## src/rtl/alu_share_arbiter_if.sv

```systemverilog
// Bundle of requester, shared-ALU and response signals around alu_share_arbiter.
// master = sequencers/ALU/consumer side, slave = the arbiter.
interface alu_share_arbiter_if #(
    parameter int WIDTH = 32,
    parameter int OPW   = 3
);
    logic             req0_valid;
    logic             req0_ready;
    logic [OPW-1:0]   req0_op;
    logic [WIDTH-1:0] req0_a;
    logic [WIDTH-1:0] req0_b;

    logic             req1_valid;
    logic             req1_ready;
    logic [OPW-1:0]   req1_op;
    logic [WIDTH-1:0] req1_a;
    logic [WIDTH-1:0] req1_b;

    logic [OPW-1:0]   alu_op;
    logic [WIDTH-1:0] alu_a;
    logic [WIDTH-1:0] alu_b;
    logic [WIDTH-1:0] alu_result;

    logic             rsp_valid;
    logic             rsp_ready;
    logic             rsp_id;
    logic [WIDTH-1:0] rsp_data;
    logic             busy;

    modport master (
        output req0_valid, req0_op, req0_a, req0_b,
        input  req0_ready,
        output req1_valid, req1_op, req1_a, req1_b,
        input  req1_ready,
        input  alu_op, alu_a, alu_b,
        output alu_result,
        input  rsp_valid, rsp_id, rsp_data, busy,
        output rsp_ready
    );

    modport slave (
        input  req0_valid, req0_op, req0_a, req0_b,
        output req0_ready,
        input  req1_valid, req1_op, req1_a, req1_b,
        output req1_ready,
        output alu_op, alu_a, alu_b,
        input  alu_result,
        output rsp_valid, rsp_id, rsp_data, busy,
        input  rsp_ready
    );
endinterface

```

## src/rtl/alu_share_arbiter.sv

```systemverilog
// Round-robin sharing of one combinational ALU between two requesters, one op in flight,
// result returned with a requester tag over a valid/ready response channel.
module alu_share_arbiter #(
    parameter int WIDTH = 32,
    parameter int OPW   = 3
) (
    input logic                clk,
    input logic                rst_n,
    alu_share_arbiter_if.slave bus
);
    localparam logic [1:0] IDLE = 2'd0;
    localparam logic [1:0] EXEC = 2'd1;
    localparam logic [1:0] HOLD = 2'd2;

    logic [1:0]       state_q, state_d;
    logic             ptr_q;
    logic             tag_q;
    logic [OPW-1:0]   alu_op_q;
    logic [WIDTH-1:0] alu_a_q;
    logic [WIDTH-1:0] alu_b_q;
    logic             rsp_id_q;
    logic [WIDTH-1:0] rsp_data_q;

    logic winner;
    logic accept;

    // Pointer only breaks ties; a lone valid requester always wins.
    always_comb begin
        if (bus.req0_valid && bus.req1_valid) begin
            winner = ptr_q;
        end else begin
            winner = bus.req1_valid;
        end
    end

    assign accept         = (state_q == IDLE) && (bus.req0_valid || bus.req1_valid);
    assign bus.req0_ready = accept && !winner;
    assign bus.req1_ready = accept && winner;

    always_comb begin
        state_d = state_q;
        case (state_q)
            IDLE:    if (accept) state_d = EXEC;
            EXEC:    state_d = HOLD;
            HOLD:    if (bus.rsp_ready) state_d = IDLE;
            default: state_d = IDLE;
        endcase
    end

    always_ff @(posedge clk or negedge rst_n) begin
        if (!rst_n) begin
            state_q    <= IDLE;
            ptr_q      <= 1'b0;
            tag_q      <= 1'b0;
            alu_op_q   <= '0;
            alu_a_q    <= '0;
            alu_b_q    <= '0;
            rsp_id_q   <= 1'b0;
            rsp_data_q <= '0;
        end else begin
            state_q <= state_d;
            if (accept) begin
                alu_op_q <= winner ? bus.req1_op : bus.req0_op;
                alu_a_q  <= winner ? bus.req1_a  : bus.req0_a;
                alu_b_q  <= winner ? bus.req1_b  : bus.req0_b;
                tag_q    <= winner;
                ptr_q    <= ~winner;
            end
            if (state_q == EXEC) begin
                rsp_data_q <= bus.alu_result;
                rsp_id_q   <= tag_q;
            end
        end
    end

    assign bus.alu_op    = alu_op_q;
    assign bus.alu_a     = alu_a_q;
    assign bus.alu_b     = alu_b_q;
    // HOLD is entered exactly at the edge that captures the result.
    assign bus.rsp_valid = (state_q == HOLD);
    assign bus.rsp_id    = rsp_id_q;
    assign bus.rsp_data  = rsp_data_q;
    assign bus.busy      = (state_q != IDLE);
endmodule
```

## src/flat_wrapper.sv

```systemverilog
// flat-port wrapper written by rule: the top's interface ports become plain ports
module alu_share_arbiter_flat 
#(
    parameter int WIDTH = 32,
    parameter int OPW   = 3
)
  (clk, rst_n, bus_req0_valid, bus_req0_op, bus_req0_a, bus_req0_b, bus_req0_ready, bus_req1_valid, bus_req1_op, bus_req1_a, bus_req1_b, bus_req1_ready, bus_alu_op, bus_alu_a, bus_alu_b, bus_alu_result, bus_rsp_valid, bus_rsp_id, bus_rsp_data, bus_busy, bus_rsp_ready);
  alu_share_arbiter_if #(.WIDTH(WIDTH), .OPW(OPW)) bus_i ();
  input logic clk;
  input logic rst_n;
  input wire logic [$bits(bus_i.req0_valid)-1:0] bus_req0_valid;
  input wire logic [$bits(bus_i.req0_op)-1:0] bus_req0_op;
  input wire logic [$bits(bus_i.req0_a)-1:0] bus_req0_a;
  input wire logic [$bits(bus_i.req0_b)-1:0] bus_req0_b;
  output wire logic [$bits(bus_i.req0_ready)-1:0] bus_req0_ready;
  input wire logic [$bits(bus_i.req1_valid)-1:0] bus_req1_valid;
  input wire logic [$bits(bus_i.req1_op)-1:0] bus_req1_op;
  input wire logic [$bits(bus_i.req1_a)-1:0] bus_req1_a;
  input wire logic [$bits(bus_i.req1_b)-1:0] bus_req1_b;
  output wire logic [$bits(bus_i.req1_ready)-1:0] bus_req1_ready;
  output wire logic [$bits(bus_i.alu_op)-1:0] bus_alu_op;
  output wire logic [$bits(bus_i.alu_a)-1:0] bus_alu_a;
  output wire logic [$bits(bus_i.alu_b)-1:0] bus_alu_b;
  input wire logic [$bits(bus_i.alu_result)-1:0] bus_alu_result;
  output wire logic [$bits(bus_i.rsp_valid)-1:0] bus_rsp_valid;
  output wire logic [$bits(bus_i.rsp_id)-1:0] bus_rsp_id;
  output wire logic [$bits(bus_i.rsp_data)-1:0] bus_rsp_data;
  output wire logic [$bits(bus_i.busy)-1:0] bus_busy;
  input wire logic [$bits(bus_i.rsp_ready)-1:0] bus_rsp_ready;
  assign bus_i.req0_valid = bus_req0_valid;
  assign bus_i.req0_op = bus_req0_op;
  assign bus_i.req0_a = bus_req0_a;
  assign bus_i.req0_b = bus_req0_b;
  assign bus_req0_ready = bus_i.req0_ready;
  assign bus_i.req1_valid = bus_req1_valid;
  assign bus_i.req1_op = bus_req1_op;
  assign bus_i.req1_a = bus_req1_a;
  assign bus_i.req1_b = bus_req1_b;
  assign bus_req1_ready = bus_i.req1_ready;
  assign bus_alu_op = bus_i.alu_op;
  assign bus_alu_a = bus_i.alu_a;
  assign bus_alu_b = bus_i.alu_b;
  assign bus_i.alu_result = bus_alu_result;
  assign bus_rsp_valid = bus_i.rsp_valid;
  assign bus_rsp_id = bus_i.rsp_id;
  assign bus_rsp_data = bus_i.rsp_data;
  assign bus_busy = bus_i.busy;
  assign bus_i.rsp_ready = bus_rsp_ready;
  alu_share_arbiter #(.WIDTH(WIDTH), .OPW(OPW)) u_core (.clk(clk), .rst_n(rst_n), .bus(bus_i));
endmodule
```

## config.mk

```make
export PLATFORM = sky130hd
export DESIGN_NAME = alu_share_arbiter_flat
export DESIGN_NICKNAME = d
export VERILOG_FILES = /design/src/rtl/alu_share_arbiter_if.sv /design/src/rtl/alu_share_arbiter.sv /design/src/flat_wrapper.sv
export SDC_FILE = /design/constraint.sdc
export NUM_CORES = 1
export LEC_CHECK = 0
export ABC_CLOCK_PERIOD_IN_PS = 1370
export CAP_MARGIN = 0
export CORE_ASPECT_RATIO = 1.75
export CORE_MARGIN = 2
export CORE_UTILIZATION = 34
export DETAILED_ROUTE_END_ITERATION = 10
export HOLD_SLACK_MARGIN = 0.05
export PLACE_DENSITY_LB_ADDON = 0.05
export REMOVE_ABC_BUFFERS = 1
export SETUP_SLACK_MARGIN = 0.15
export SLEW_MARGIN = 5
export SYNTH_ARGS = -nofsm -noshare
export SYNTH_HDL_FRONTEND = slang
export SYNTH_SLANG_ARGS = --single-unit
```

## constraint.sdc

```tcl
create_clock -name clk -period 1.37 [get_ports clk]
set_input_delay 0.3425 -clock clk [delete_from_list [all_inputs] [get_ports clk]]
set_output_delay 0.3425 -clock clk [all_outputs]
set_load 0.05 [all_outputs]
```

==> results of run 1 <==
## cell usage after synthesis
master	number	area share, %
dfrtp_1	104	59
clkbuf_1	9	0.76
o21a_1	67	11
nor2_1	2	0.17
buf_6	6	1.5
nand2_1	1	0.085
mux2_2	33	8.4
buf_2	19	2.1
and3_1	2	0.28
nand2b_1	3	0.42
o21ba_2	2	0.45
o21ai_0	1	0.11
inv_1	1	0.085
nor2_2	1	0.14
a221o_1	67	15
inv_2	1	0.085
## placed cells by master (no fill, tap or decap), types with 2 or more instances in the layout
cell type,instances
bufbuf_16,3
o21ba_2,2
buf_12,121
o21a_1,67
clkbuf_16,9
mux2_2,33
dfrtp_1,104
nor2_4,2
buf_4,42
clkinv_4,2
a221o_1,67
and3_4,2
buf_16,7
clkdlybuf4s50_1,167
dlygate4sd2_1,2
## power by group through the flow
stage / clock network [mW] / logic, mW / registers (mW)
after floorplan: 0 / 3.51 / 10.5
after global placement: 0 / 16.9 / 6.21
after detailed placement: 0 / 17.1 / 6.30
after CTS: 2.77 / 18.7 / 6.25
after global routing: 2.91 / 19.8 / 6.40
final: 2.74 / 19.1 / 6.27
## worst reg2reg max path: stages (launching register included)
cell	delay (ns)
dfrtp_1	0.41
nand2b_4	0.16
and3_4	0.18
buf_4	0.14
buf_12	0.15
buf_12	0.14
buf_16	0.13
a221o_1	0.29
## timing repair
action / CTS / global route
pin swaps: 3 / 0
endpoints found under the hold margin: 100 / 0
hold buffers: 1 / 0
endpoints found under the setup margin: 207 / 207
resized for setup: 19 / 4
setup buffers: 24 / 20
cloned: 10 / 0
## cell type report
class / instances / area [µm²] / share of cell area [%]
tap: 171 / 214 / 2.24
inverter: 2 / 10.0 / 0.105
multi-input combinational: 179 / 1650 / 17.3
clock buffer: 10 / 239 / 2.50
timing repair buffer: 345 / 4750 / 49.8
sequential: 104 / 2600 / 27.3
clock inverter: 6 / 75.1 / 0.786
## cells by family after synthesis
family / after synthesis
buffers and inverters: 36
muxes: 33
DFF: 104
and+or+nand+nor: 9
AOI/OAI and AO/OA: 137
## routing by layer
layer / vias to the layer above / GRT usage (%) / routed length [µm]
met5: - / 0 / 0
li1: 1893 / - / -
met1: 2132 / 26.9 / 6170
met4: 0 / 11.1 / 627
met2: 230 / 43.8 / 9630
met3: 30 / 7.80 / 1240
## flip-flops by register name (all words and copies together), names as in the netlist
name,flops
u_core.bus.alu_a,32
u_core.bus.alu_b,32
u_core.bus.alu_op,3
u_core.bus.rsp_data,32
u_core.bus.rsp_id,1
u_core.ptr_q,1
u_core.state_q,2
u_core.tag_q,1
## worst max-delay path by stage
stage                                        from                         endpoint  slack (ns)  cells past startpoint
finish              u_core.state_q[0]$_DFFE_PN0P_                   bus_req1_ready       -0.35                      4
global route        u_core.state_q[0]$_DFFE_PN0P_                         bus_busy       -0.39                      5
CTS                 u_core.state_q[0]$_DFFE_PN0P_                   bus_req1_ready       -0.36                      4
detailed placement                 bus_req1_valid  u_core.bus.alu_b[9]$_DFFE_PN0P_       -0.53                      5
global placement                   bus_req0_valid                   bus_req1_ready       -0.51                      5
floorplan                          bus_req0_valid         u_core.ptr_q$_DFFE_PN0P_       -1.75                      3
==> impl_metrics.json, run 1 <==
{
  "utilization_pct": 74.6,
  "switchingPower_mw": 11.8,
  "post-place-ws_ns": -0.530,
  "maxSlewHeadroom_pct": 70.5,
  "path_class": "flip-flop to output port",
  "critPathLaunchType": "flip-flop",
  "final_cells": 817,
  "power_density_nw_per_um2": 2940,
  "synth_fa_ha_area_share_pct": 0,
  "post-route-drc-count": 0,
  "wl_mm": 17.7,
  "cts-htree-levels": 3,
  "setup_ws_ns": -0.349,
  "rr_worst_depth": 7,
  "critical-path-max-stage-delay_ns": 0.42,
  "std_cell_rows": 55,
  "ys_seq_elements": 104,
  "fillCellCount": 860,
  "ant_nets": 0,
  "power_switching_share_pct": 42.1,
  "p_comb_share_pct": 68.0,
  "cts_tree": "done",
  "final_design_area_no_fill_um2": 9550,
  "cts_sinks": 104,
  "initialDrtViolationCount": 210,
  "rsz0062_at_grt": "yes",
  "hold_start": "u_core.tag_q$_DFFE_PN0P_",
  "timing.hold.ws_ns": 0.518,
  "synth.area.mux_share_pct": 8.40,
  "grt_pass1_wl_mm": 26.5,
  "synth_area_per_cell_um2": 13.9,
  "finalPower_mw": 28.1,
  "path_buf_inv": 2,
  "initial_core_util_pct": 34.6,
  "period_minus_slack_ns": 1.72,
  "track_usage_pct": 24.7,
  "area_growth_pct": 116,
  "antenna_found_initial": 0,
  "yosysWarnings": 0,
  "diodes": 0,
  "irDropWorstVdd_uv": 1410,
  "regToRegStartpoint": "u_core.ptr_q$_DFFE_PN0P_",
  "hold_end": "u_core.tag_q$_DFFE_PN0P_",
  "drv_cap": 0,
  "finClkSkew_ns": 0.0136,
  "synth_cells": 319,
  "dp.final_hpwl_mm": 11.4,
  "period_share_pct": 125,
  "port-buffer-count": 274,
  "tns_ns": -17.62,
  "crit_path_top_delay_cell": "dfrtp_1",
  "critPathRequiredTime_ns": 1.03,
  "viasPerCell": 5.24,
  "cts_buffer_depth": 2,
  "drt_pass1_iterations": 4,
  "ff2ff_setup_slack_ns": -0.34,
  "die_h_um": 155,
  "gp_routability_congestion": 0.751,
  "numPlacedInstances": 746,
  "p_leak_nw": 4.10,
  "place_area_um2": 8500,
  "root_buffer": "clkbuf_16",
  "critical-path-top-delay-family": "flip-flops",
  "io_pins": 275,
  "grt_pass1_vias": 4576,
  "drive_above_1_share_pct": 36.4,
  "wl_per_cell_um": 21.6,
  "cp_common_cell": "buf_12",
  "worstMarginPinSlew_ns": 0.442,
  "arrival_ns": 1.38,
  "yosys.area_share.simple_pct": 1.10,
  "ys_types": 16,
  "syn_area_um2": 4430,
  "intPower_mw": 16.3,
  "synth_xor_xnor_area_share_pct": 0,
  "setup_viol": 73,
  "grt_overflow_total": 0,
  "nNetsFinal": 812,
  "max_freq_mhz": 582,
  "synth_seq_area_share_pct": 58.8,
  "cts.clk_slew.worst_paths_ns": 0.07,
  "pwr-share-seq_pct": 22.3,
  "die_w_um": 90.2,
  "status": "finished with violations",
  "core_area_um2": 12800,
  "synth_top_family_by_area": "compound AO/OA/AOI/OAI gates",
  "cts_inserted_buffers": 9,
  "path_max_fanout": 3,
  "violations": "setup timing",
  "clkPwrFrac_pct": 9.7,
  "vias": 4285,
  "hold_class": "flip-flop to flip-flop",
  "drv_slew": 0,
  "r2r-end": "u_core.bus.alu_b[18]$_DFFE_PN0P_",
  "setup.worst_path.end_class": "output port",
  "hold_viol_final": 0,
  "synth_compound_area_share_pct": 27.1,
  "path_cells": "nor2_4 -> and3_4 -> buf_12 -> buf_12",
  "die_area_um2": 14000,
  "clock_latency_ns": 0.36,
  "hold-path-cell-count": 1,
  "grt_max_degree": 76
}
No activity file was read; power rests on OpenSTA's default activity.
==> inputs of run 2 (changes only) <==
--- a/config.mk
+++ b/config.mk
@@ -6,9 +6,9 @@
 export NUM_CORES = 1
 export LEC_CHECK = 0
-export ABC_CLOCK_PERIOD_IN_PS = 1370
+export ABC_CLOCK_PERIOD_IN_PS = 2100
 export CAP_MARGIN = 0
 export CORE_ASPECT_RATIO = 1.75
 export CORE_MARGIN = 2
-export CORE_UTILIZATION = 34
+export CORE_UTILIZATION = 40
 export DETAILED_ROUTE_END_ITERATION = 10
 export HOLD_SLACK_MARGIN = 0.05
==> constraint.sdc (replaced) <==
create_clock -name clk -period 2.1 [get_ports clk]
set_input_delay 0.21 -clock clk [delete_from_list [all_inputs] [get_ports clk]]
set_output_delay 0.21 -clock clk [all_outputs]
set_load 0.05 [all_outputs]
==> run 2 against run 1 <==
  * The flow now finishes without violations
  * Die area fell by 14%
  * Final cell count fell by 12%
  * Design area fell by 20%
  * First-iteration DRC count fell by 13%
  * Setup slack improved by 0.58 ns
  * Utilization fell by 3.7 points
  * Total power fell by 51%
  * Sequential power fell by 43%
  * Combinational power fell by 54%
  * Clock skew fell by 0.0034 ns
  * Flip-flop and latch count did not move
  * Critical endpoint unchanged
  * Highest routed layer unchanged
==> impl_metrics.json, run 2 (same netlist as run 1, synthesis figures left out) <==
{
  "power_density_nw_per_um2": 1820,
  "max_freq_mhz": 535,
  "ant_nets": 0,
  "p_leak_nw": 3.13,
  "finClkSkew_ns": 0.0102,
  "gp_routability_congestion": 0.775,
  "cts_tree": "done",
  "root_buffer": "clkbuf_16",
  "critPathLaunchType": "flip-flop",
  "area_growth_pct": 72.4,
  "setup_ws_ns": 0.230,
  "path_cells": "nor2_2 -> and3_2 -> buf_12 -> buf_12",
  "wl_mm": 14.7,
  "nNetsFinal": 756,
  "post-route-drc-count": 0,
  "drt_pass1_iterations": 4,
  "grt_pass1_wl_mm": 22.3,
  "vias": 3960,
  "mostFrequentLayoutCell": "clkdlybuf4s50_1",
  "post_cts_buffers": 0,
  "grt_pass1_vias": 4314,
  "hold_class": "input port to asynchronous set/reset pin",
  "grt_overflow_total": 0,
  "grt_use_met1_pct": 25.5,
  "die_h_um": 143,
  "final_cell_mix": "clkdlybuf4s50_1 (269), dfrtp_1 (104), o21a_1 (67), a221o_1 (67), mux2_2 (33)",
  "period_minus_slack_ns": 1.87,
  "place_area_um2": 7320,
  "path_class": "flip-flop to output port",
  "final_design_area_no_fill_um2": 7630,
  "initial_core_util_pct": 41.1,
  "hold_viol_final": 0,
  "wl_per_cell_um": 20.4,
  "grtUsageMet2_pct": 42.3,
  "grt_busiest_layer": "met2",
  "status": "complete, no violations",
  "worstMarginPinSlew_ns": 0.608,
  "track_usage_pct": 23.8,
  "setup_viol": 0,
  "die_area_um2": 12000,
  "drive_above_1_share_pct": 12.2,
  "critPathRequiredTime_ns": 1.89,
  "viasPerCell": 5.50,
  "antenna_found_initial": 0,
  "path_max_fanout": 35,
  "path_buf_inv": 2,
  "critical-path-max-stage-delay_ns": 0.44,
  "grt_use_met3_pct": 7.57,
  "clock_latency_ns": 0.34,
  "cts.clk_slew.worst_paths_ns": 0.07,
  "initialDrtViolationCount": 183,
  "std_cell_rows": 50,
  "port-buffer-count": 274,
  "io_pins": 275,
  "irDropWorstVdd_uv": 1200,
  "cts_sinks": 104,
  "core_area_um2": 10800,
  "cts-htree-levels": 3,
  "post-place-ws_ns": 0.251,
  "critical-path-top-delay-family": "simple AND/OR/NAND/NOR gates",
  "maxSlewHeadroom_pct": 59.5,
  "crit_path_top_delay_cell": "dfrtp_1",
  "fillCellCount": 803,
  "setup.worst_path.end_class": "output port",
  "cts_inserted_buffers": 9,
  "drv_slew": 0,
  "cts_buffer_depth": 2,
  "dp.final_hpwl_mm": 10.7,
  "cp_common_cell": "buf_12",
  "die_w_um": 83.5,
  "drv_cap": 0,
  "period_share_pct": 89.1,
  "arrival_ns": 1.66,
  "grt_max_degree": 70,
  "rsz0062_at_grt": "no"
}
run 2: cell types whose count changed in the layout (fill, tap and decap cells not counted), moves of 3 or more:
cell,before,now
buf_4,42,10
clkdlybuf4s50_1,167,269
buf_12,121,7
buf_16,7,0
bufbuf_16,3,0
run 2: final timing paths:
| path | startpoint | to | slack, ns | cells after the start |
|---|---|---|---|---|
| setup / recovery | u_core.state_q[1]$_DFFE_PN0P_ | bus_req1_ready | 0.23 | 4 |
| hold / removal | rst_n | u_core.bus.rsp_data[13]$_DFFE_PN0N_ | 0.41 | 2 |
| setup reg to reg | u_core.state_q[1]$_DFFE_PN0P_ | u_core.bus.alu_op[1]$_DFFE_PN0P_ | 0.50 | 5 |
| hold reg to reg | u_core.bus.rsp_data[17]$_DFFE_PN0N_ | u_core.bus.rsp_data[17]$_DFFE_PN0N_ | 0.51 | 1 |
| max in group asynchronous | rst_n | u_core.bus.rsp_data[11]$_DFFE_PN0N_ | 1.07 | 3 |
| min in group clk | bus_rsp_ready | u_core.state_q[1]$_DFFE_PN0P_ | 0.44 | 2 |
run 2: what timing repair did:
action                                 in CTS  in global routing
hold buffers                                1                  0
setup endpoints to repair                   1                  1
endpoints found under the hold margin      41                  0
pin swaps                                   0                  0
gates resized for setup                     1                  0
gates cloned                                0                  1
run 2: report_power, final:
part,internal (mW),switching [mW],total [mW]
sequential,3.01,0.557,3.57
combinational,3.46,5.31,8.77
clock,0.859,0.707,1.57
total,7.32,6.57,13.9
run 2: metrics by stage:
stage	util (%)	hold slack (ns)	total power [mW]	TNS (ns)	std cells
after global routing	70.9	0.438	14.5	0	719
after CTS	70.7	0.429	13.9	0	718
final	70.9	0.411	13.9	0	720
after floorplan	-	-0.0856	9.14	-46.18	285
after detailed placement	68.0	0.265	12.4	0	702
after global placement	68.0	0.252	12.2	0	702
run 2: area by class of cell:
class                           count  area [µm²]  share of cell area [%]
Timing Repair Buffer              289        2950                    38.7
Clock inverter                      3        17.5                   0.230
Tap cell                          130         163                    2.13
Inverter                            2        7.51                  0.0984
Clock buffer                       12         256                    3.36
Multi-Input combinational cell    179        1630                    21.4
Antenna cell                        1        2.50                  0.0328
Sequential cell                   104        2600                    34.1
run 2: layer usage:
metal  up-vias  wire length (µm)
met5         -                 0
met4         0               653
met3        38              1150
met2       213              7610
met1      1932              5290
li1       1777                 -
==> inputs of run 3 (changes only) <==
Settings changed: CORE_UTILIZATION 40 to 30.
==> run 3 against run 2 <==
  * Combinational power is essentially flat
  * Non-clock buffer count down 4
  * Largest power group unchanged
  * Flip-flop and latch count unchanged
  * First-iteration DRC count decreased by 31%
  * Critical path depth unchanged
==> impl_metrics.json, run 3 (same netlist as run 1, synthesis figures left out) <==
{
  "critPathLaunchType": "flip-flop",
  "wl_per_cell_um": 19.2,
  "grt_max_degree": 65,
  "drive_above_1_share_pct": 11.8,
  "maxSlewHeadroom_pct": 62.2,
  "root_buffer": "clkbuf_16",
  "initial_core_util_pct": 30.8,
  "max_freq_mhz": 567,
  "cts_sinks": 104,
  "core_area_um2": 14400,
  "power_switching_share_pct": 46.8,
  "period_minus_slack_ns": 1.76,
  "power_density_nw_per_um2": 1830,
  "drv_cap": 0,
  "vias": 3890,
  "critPathRequiredTime_ns": 1.89,
  "finalPower_mw": 14.1,
  "viasPerCell": 5.08,
  "irDropWorstVdd_uv": 830,
  "ant_nets": 0,
  "finClkSkew_ns": 0.00929,
  "cts-htree-levels": 3,
  "path_class": "flip-flop to output port",
  "tns_ns": 0,
  "gp_routability_congestion": 0.755,
  "clkPwrFrac_pct": 12.9,
  "drv_slew": 0,
  "grt_overflow_total": 0,
  "cts_inserted_buffers": 9,
  "wl_mm": 14.7,
  "mostFrequentLayoutCell": "clkdlybuf4s50_1",
  "hold_viol_final": 0,
  "cts.clk_slew.worst_paths_ns": 0.07,
  "io_pins": 275,
  "die_area_um2": 15800,
  "p_leak_nw": 3.12,
  "pwr-share-seq_pct": 25.1,
  "die_w_um": 95.8,
  "nNetsFinal": 752,
  "std_cell_rows": 58,
  "clock_latency_ns": 0.34,
  "diodes": 0,
  "setup.worst_path.end_class": "output port",
  "switchingPower_mw": 6.59,
  "status": "complete, no violations",
  "worstMarginPinSlew_ns": 0.565,
  "track_usage_pct": 18.2,
  "grt_pass1_wl_mm": 21.9,
  "rsz0062_at_grt": "no",
  "cts_tree": "done",
  "arrival_ns": 1.55,
  "path_max_fanout": 34,
  "drt_pass1_iterations": 4,
  "seq_area_um2": 2600,
  "initialDrtViolationCount": 126,
  "die_h_um": 165,
  "post-route-drc-count": 0,
  "cts_buffer_depth": 2,
  "grt_pass1_vias": 4184,
  "p_comb_share_pct": 62.0,
  "fillCellCount": 1300,
  "area_growth_pct": 74.0,
  "intPower_mw": 7.50,
  "dp.final_hpwl_mm": 10.8,
  "multi_input_area_um2": 1630,
  "period_share_pct": 84.0,
  "final_cell_mix": "clkdlybuf4s50_1 (269), dfrtp_1 (104), o21a_1 (67), a221o_1 (67), mux2_2 (33)",
  "port-buffer-count": 274,
  "post_cts_buffers": 0,
  "antenna_found_initial": 0,
  "hold_class": "input port to asynchronous set/reset pin",
  "setup_viol": 0
}
-- run 3: cell types whose count changed in the layout (fill, tap and decap cells not counted), sizes merged --
| cell | previous run | this run |
|---|---|---|
| inv | 2 | 4 |
| clkinv | 2 | 0 |
| bufinv | 0 | 2 |
| buf | 17 | 14 |
| diode | 1 | 0 |
| clkbuf | 13 | 9 |
| clkinvlp | 1 | 2 |
-- run 3: final timing paths --
check | endpoint | slack (ns) | from | depth (start not counted)
max | bus_req1_ready | 0.34 | u_core.state_q[1]$_DFFE_PN0P_ | 4
min | u_core.bus.rsp_data[26]$_DFFE_PN0N_ | 0.36 | rst_n | 2
max reg2reg | u_core.bus.alu_a[24]$_DFFE_PN0P_ | 0.52 | u_core.state_q[1]$_DFFE_PN0P_ | 5
min reg2reg | u_core.bus.rsp_data[9]$_DFFE_PN0N_ | 0.51 | u_core.bus.rsp_data[9]$_DFFE_PN0N_ | 1
max in group asynchronous | u_core.bus.alu_b[28]$_DFFE_PN0P_ | 1.06 | rst_n | 3
min in group clk | u_core.state_q[1]$_DFFE_PN0P_ | 0.43 | bus_rsp_ready | 2
-- run 3: what timing repair did --
item	4_1_cts	5_1_grt
setup endpoints to repair	1	0
hold buffers	1	0
hold endpoints to repair	33	0
resized for setup	1	0
-- run 3: power groups by stage --
stage / Combinational, mW / Clock [mW] / Sequential (mW)
after floorplan: 2.29 / 0 / 6.85
after global placement: 8.73 / 0 / 3.54
after detailed placement: 8.83 / 0 / 3.56
after CTS: 8.84 / 1.86 / 3.55
after global routing: 9.18 / 1.95 / 3.66
final: 8.74 / 1.82 / 3.54
-- run 3: per-layer routing --
metal  vias up  GRT usage (%)  routed length [µm]
li1       1771              -                   -
met1      1895           20.6                5450
met2       195           31.2                7440
met3        29           4.74                1210
met4         0           8.70                 556
met5         -              0                   0
-- run 3: cell type report --
class                           count  area share [%]
Tap cell                          180            2.93
Timing Repair Buffer              285            37.9
Clock buffer                        9            2.93
Multi-Input combinational cell    179            21.2
Sequential cell                   104            33.8
Clock inverter                      6            1.20
Inverter                            2          0.0975
-- run 3: critical path, cell delays in order (launching register included) --
cell and delay (ns):
dfrtp_1 0.42, nor2_2 0.16, and3_2 0.24, buf_12 0.20, buf_12 0.16
-- run 3: metrics by stage --
stage               cell area, µm²  setup WS [ns]  hold WS (ns)  utilization, %  std cells
detailed placement            7370          0.222         0.198            51.3        749
CTS                           7700          0.308         0.367            53.6        765
floorplan                     4230         -0.890       -0.0856               -        285
finish                        7700          0.336         0.362            53.6        765
global placement              7370          0.250         0.196            51.3        749
global route                  7700          0.275         0.409            53.6        765
==> variant 1 (config.mk and constraints of run 2) <==
`WIDTH` is set to 32 in 3 places; all go to 36.
--- a/src/rtl/alu_share_arbiter_if.sv
+++ b/src/rtl/alu_share_arbiter_if.sv
@@ -1,7 +1,7 @@
 // Bundle of requester, shared-ALU and response signals around alu_share_arbiter.
 // master = sequencers/ALU/consumer side, slave = the arbiter.
 interface alu_share_arbiter_if #(
-    parameter int WIDTH = 32,
+    parameter int WIDTH = 36,
     parameter int OPW   = 3
 );
     logic             req0_valid;
--- a/src/rtl/alu_share_arbiter.sv
+++ b/src/rtl/alu_share_arbiter.sv
@@ -1,7 +1,7 @@
 // Round-robin sharing of one combinational ALU between two requesters, one op in flight,
 // result returned with a requester tag over a valid/ready response channel.
 module alu_share_arbiter #(
-    parameter int WIDTH = 32,
+    parameter int WIDTH = 36,
     parameter int OPW   = 3
 ) (
     input logic                clk,
--- a/src/flat_wrapper.sv
+++ b/src/flat_wrapper.sv
@@ -1,7 +1,7 @@
 // flat-port wrapper written by rule: the top's interface ports become plain ports
 module alu_share_arbiter_flat 
 #(
-    parameter int WIDTH = 32,
+    parameter int WIDTH = 36,
     parameter int OPW   = 3
 )
   (clk, rst_n, bus_req0_valid, bus_req0_op, bus_req0_a, bus_req0_b, bus_req0_ready, bus_req1_valid, bus_req1_op, bus_req1_a, bus_req1_b, bus_req1_ready, bus_alu_op, bus_alu_a, bus_alu_b, bus_alu_result, bus_rsp_valid, bus_rsp_id, bus_rsp_data, bus_busy, bus_rsp_ready);
Ports: changed (8 resized); port bits go from 275 to 307. No check against the original RTL was run, so the function may have changed too.
==> variant 1 against run 2 <==
Area after synthesis up 22%. Count of clock-buffer cells in the layout increased by 10. Worst setup slack better by 23 ps. Via count rose by 41%. Sequential cell count rose by 12. Final area up 20%. Routed wire length increased by 30%. Sequential power grew 13%. Highest routed layer unchanged. Critical path depth shrank 3. Total power is 20% higher.
==> variant 1: results <==
group,metric,value,unit
setup_path,crit_slowest_cell,"clkdlybuf4s50_1",
cells_and_area,nets,1004,
cts,clock_latency,400,ps
routing,wl_per_cell,19.1,um
yosys,ys_seq_area_share,53.8,%
routing,wl_met2,9810,um
setup_path,critPathMaxStageDelay,860,ps
yosys,synth.cells.most_frequent,"116 x dfrtp_1, 78 x o21ai_0, 76 x a21oi_1",
placed_design,place_area,8550,um^2
global_routing,track_usage,26.0,%
placed_design,dp_cells,967,
global_routing,grt_pass1_vias,5575,
yosys,synth_area_leaders,"dfrtp_1 54%, mux2_2 7.9%, a31oi_1 7.6%",
cts,cts_made_buffers,17,
cts,cts.clk_slew.worst_paths,50,ps
placed_design,dp_hpwl,13100,um
routing,first_pass_iters,5,
cells_and_area,layout-drive-gt1-share,12.7,%
setup_path,startpoint,"u_core.bus.alu_b[26]$_DFFE_PN0P_",
placed_design,port_buffers,306,
min_path,hold_path.class,"input pin to register",
outcome,outcome,"finished, final reports clean",
sta,skew,6.42,ps
power,internal-power,8650,uW
routing,via_per_inst,5.58,
yosys,synth_cell_type_count,19,
cells_and_area,n_fill_cell,1044,
==> variant 1: changes by cell type in the layout (fill, tap and decap cells not counted), sizes merged, moves of 5 or more <==
cell	run 2	this run
nand3	0	75
mux2	33	38
o21ai	1	78
o21a	67	0
a31oi	0	75
a221o	67	0
a21oi	0	76
dfrtp	104	116
clkdlybuf4s50	269	300
clkbuf	13	22
==> variant 1: cell type report <==
cell class                      instances  area share, %
Multi-Input combinational cell        352           23.8
Inverter                                4          0.164
Clock buffer                           22           5.30
Tap cell                              174           2.38
Timing Repair Buffer                  322           35.5
Clock inverter                          9           1.12
Sequential cell                       116           31.7
==> variant 1: through the flow <==
stage / setup TNS [ps] / hold WS, ps / power [uW] / worst slack, ps / util [%]
floorplan: -46630 / -85.6 / 10200 / -760 / -
global placement: 0 / 247 / 13700 / 282 / 64.2
detailed placement: 0 / 245 / 13900 / 190 / 64.2
CTS: 0 / 190 / 16800 / 238 / 68.7
global route: 0 / 217 / 17400 / 214 / 68.7
finish: 0 / 211 / 16700 / 253 / 68.7
==> variant 1: kinds of logic (layout without fill, tap and decap cells) <==
logic type             after synthesis  after routing  share of synthesized area (%)
and+or+nand+nor                     85             85                           8.16
buffers and inverters               67            357                           6.16
AOI/OAI and AO/OA                  229            229                           24.0
muxes                               38             38                           7.92
DFF                                116            116                           53.8
==> variant 1: metal layers <==
metal,global-route usage [%],up-vias
met4,14.3,0
met5,0,-
met3,6.28,48
li1,-,2531
met1,29.8,2708
met2,44.4,289
==> variant 1: repair_timing <==
| action | in CTS | in global routing |
|---|---|---|
| hold buffers | 1 | 0 |
| gates resized for setup | 1 | 0 |
| buffers inserted | 0 | 0 |
| hold endpoints to repair | 116 | 0 |
| setup endpoints to repair | 1 | 0 |
==> variant 2 (flow settings as in run 2) <==
Without the edit above. Reset style: synchronous (`rst_n`), changed in one clocked block.
--- a/src/rtl/alu_share_arbiter.sv
+++ b/src/rtl/alu_share_arbiter.sv
@@ -47,7 +47,7 @@
         endcase
     end
 
-    always_ff @(posedge clk or negedge rst_n) begin
+    always_ff @(posedge clk) begin
         if (!rst_n) begin
             state_q    <= IDLE;
             ptr_q      <= 1'b0;
Check against the original RTL: differs if rst_n is asserted again (counterexample within 4 cycles, from zero or initial values and one cycle with rst_n low); with rst_n held inactive, the same outputs for 10 cycles.
==> variant 2 against run 2 <==
Sequential cell count unchanged. Via count rose by 34%. Worst setup slack better by 120 ps. Routed wire length grew 13%. Final area fell by 2.1%. Register-to-register slack improved by 80 ps. Area after synthesis shrank 2.4%. Critical endpoint is now bus_alu_b[8].
Power is not compared: it rests on default switching activity, and its combinational part moved more than twofold at a synthesized area within 25%.
==> variant 2: results <==
group,metric,value,unit
global_routing,track_usage,27.7,%
yosys,ys_seq_area_share,48.2,%
cells_and_area,seq-cell-share,27.9,%
yosys,synth_area_leaders,"dfxtp_1 48%, nand3_1 16%, a31oi_1 9.7%",
routing,first_pass_iters,6,
routing,via_per_inst,5.69,
global_routing,grt_max_degree,105,
yosys,syn-cell-area,4320,um^2
placed_design,gp_congestion,0.898,
routing,wl_met2,8310,um
placed_design,dp_cells,912,
setup_path,r2r-start,"u_core.state_q[1]$_SDFFE_PN0P_",
setup_path,startpoint,"u_core.bus.alu_b[8]$_SDFFE_PN0P_",
outcome,outcome,"finished, final reports clean",
yosys,synthMuxAreaShare,0,%
placed_design,dp_slack,244,ps
cells_and_area,fin_cells,929,
min_path,hold_path.class,"input pin to register",
setup_path,critPathMaxStageDelay,850,ps
global_routing,grt_util_met1,30.6,%
yosys,synth.cells.most_frequent,"134 x nand3_1, 104 x dfxtp_1, 67 x a31oi_1, 67 x nand2_1, 65 x o21ai_0",
cells_and_area,n_fill_cell,863,
cells_and_area,clkbuf_count,9,
cells_and_area,post-route-util,70.3,%
cells_and_area,layout-drive-gt1-share,5.76,%
cells_and_area,clock_area_share,4.10,%
placed_design,place_area,7160,um^2
yosys,synth_cells,553,
sta,max-slew-margin-rel,61.8,%
cells_and_area,buffers,292,
yosys,synthArstFlopShare,0,%
cts,post_cts_resize_count,0,
sta,skew,8.50,ps
setup_path,crit_slowest_cell,"clkdlybuf4s50_1",
yosys,synth_cell_type_count,22,
routing,finalWirelength,16700,um
cells_and_area,nets,964,
global_routing,grt_antenna_before_repair,0,
routing,initialDrtViolationCount,406,
global_routing,grt_pass1_vias,5088,
cells_and_area,n_all_inverters,1,
cells_and_area,multi_input_area_share,26.6,%
## variant 2: cell types whose count changed in the layout (fill, tap and decap cells not counted), sizes merged, moves of 5 or more
| cell | delta |
|---|---|
| dfrtp | -104 |
| nand3 | +134 |
| mux2 | -33 |
| a21oi | +34 |
| o21ai | +66 |
| nand2 | +66 |
| a31oi | +67 |
| a221o | -67 |
| o21a | -67 |
| dfxtp | +104 |
| buf | +5 |
## variant 2: path summary, 6_finish.rpt
kind                                     endpoint  slack (ps)  cells after the start
max                                  bus_alu_b[8]         350                      1
min          u_core.bus.rsp_data[11]$_SDFFE_PN0N_         410                      3
max reg2reg     u_core.bus.alu_op[0]$_SDFFE_PN0P_         580                      4
min reg2reg  u_core.bus.rsp_data[28]$_SDFFE_PN0N_         450                      2
## variant 2: worst reg2reg max path, stage by stage (launching register included)
cell and delay (ps):
dfxtp_1 510, or2_2 190, buf_4 360, o21ai_0 180, a31oi_1 190
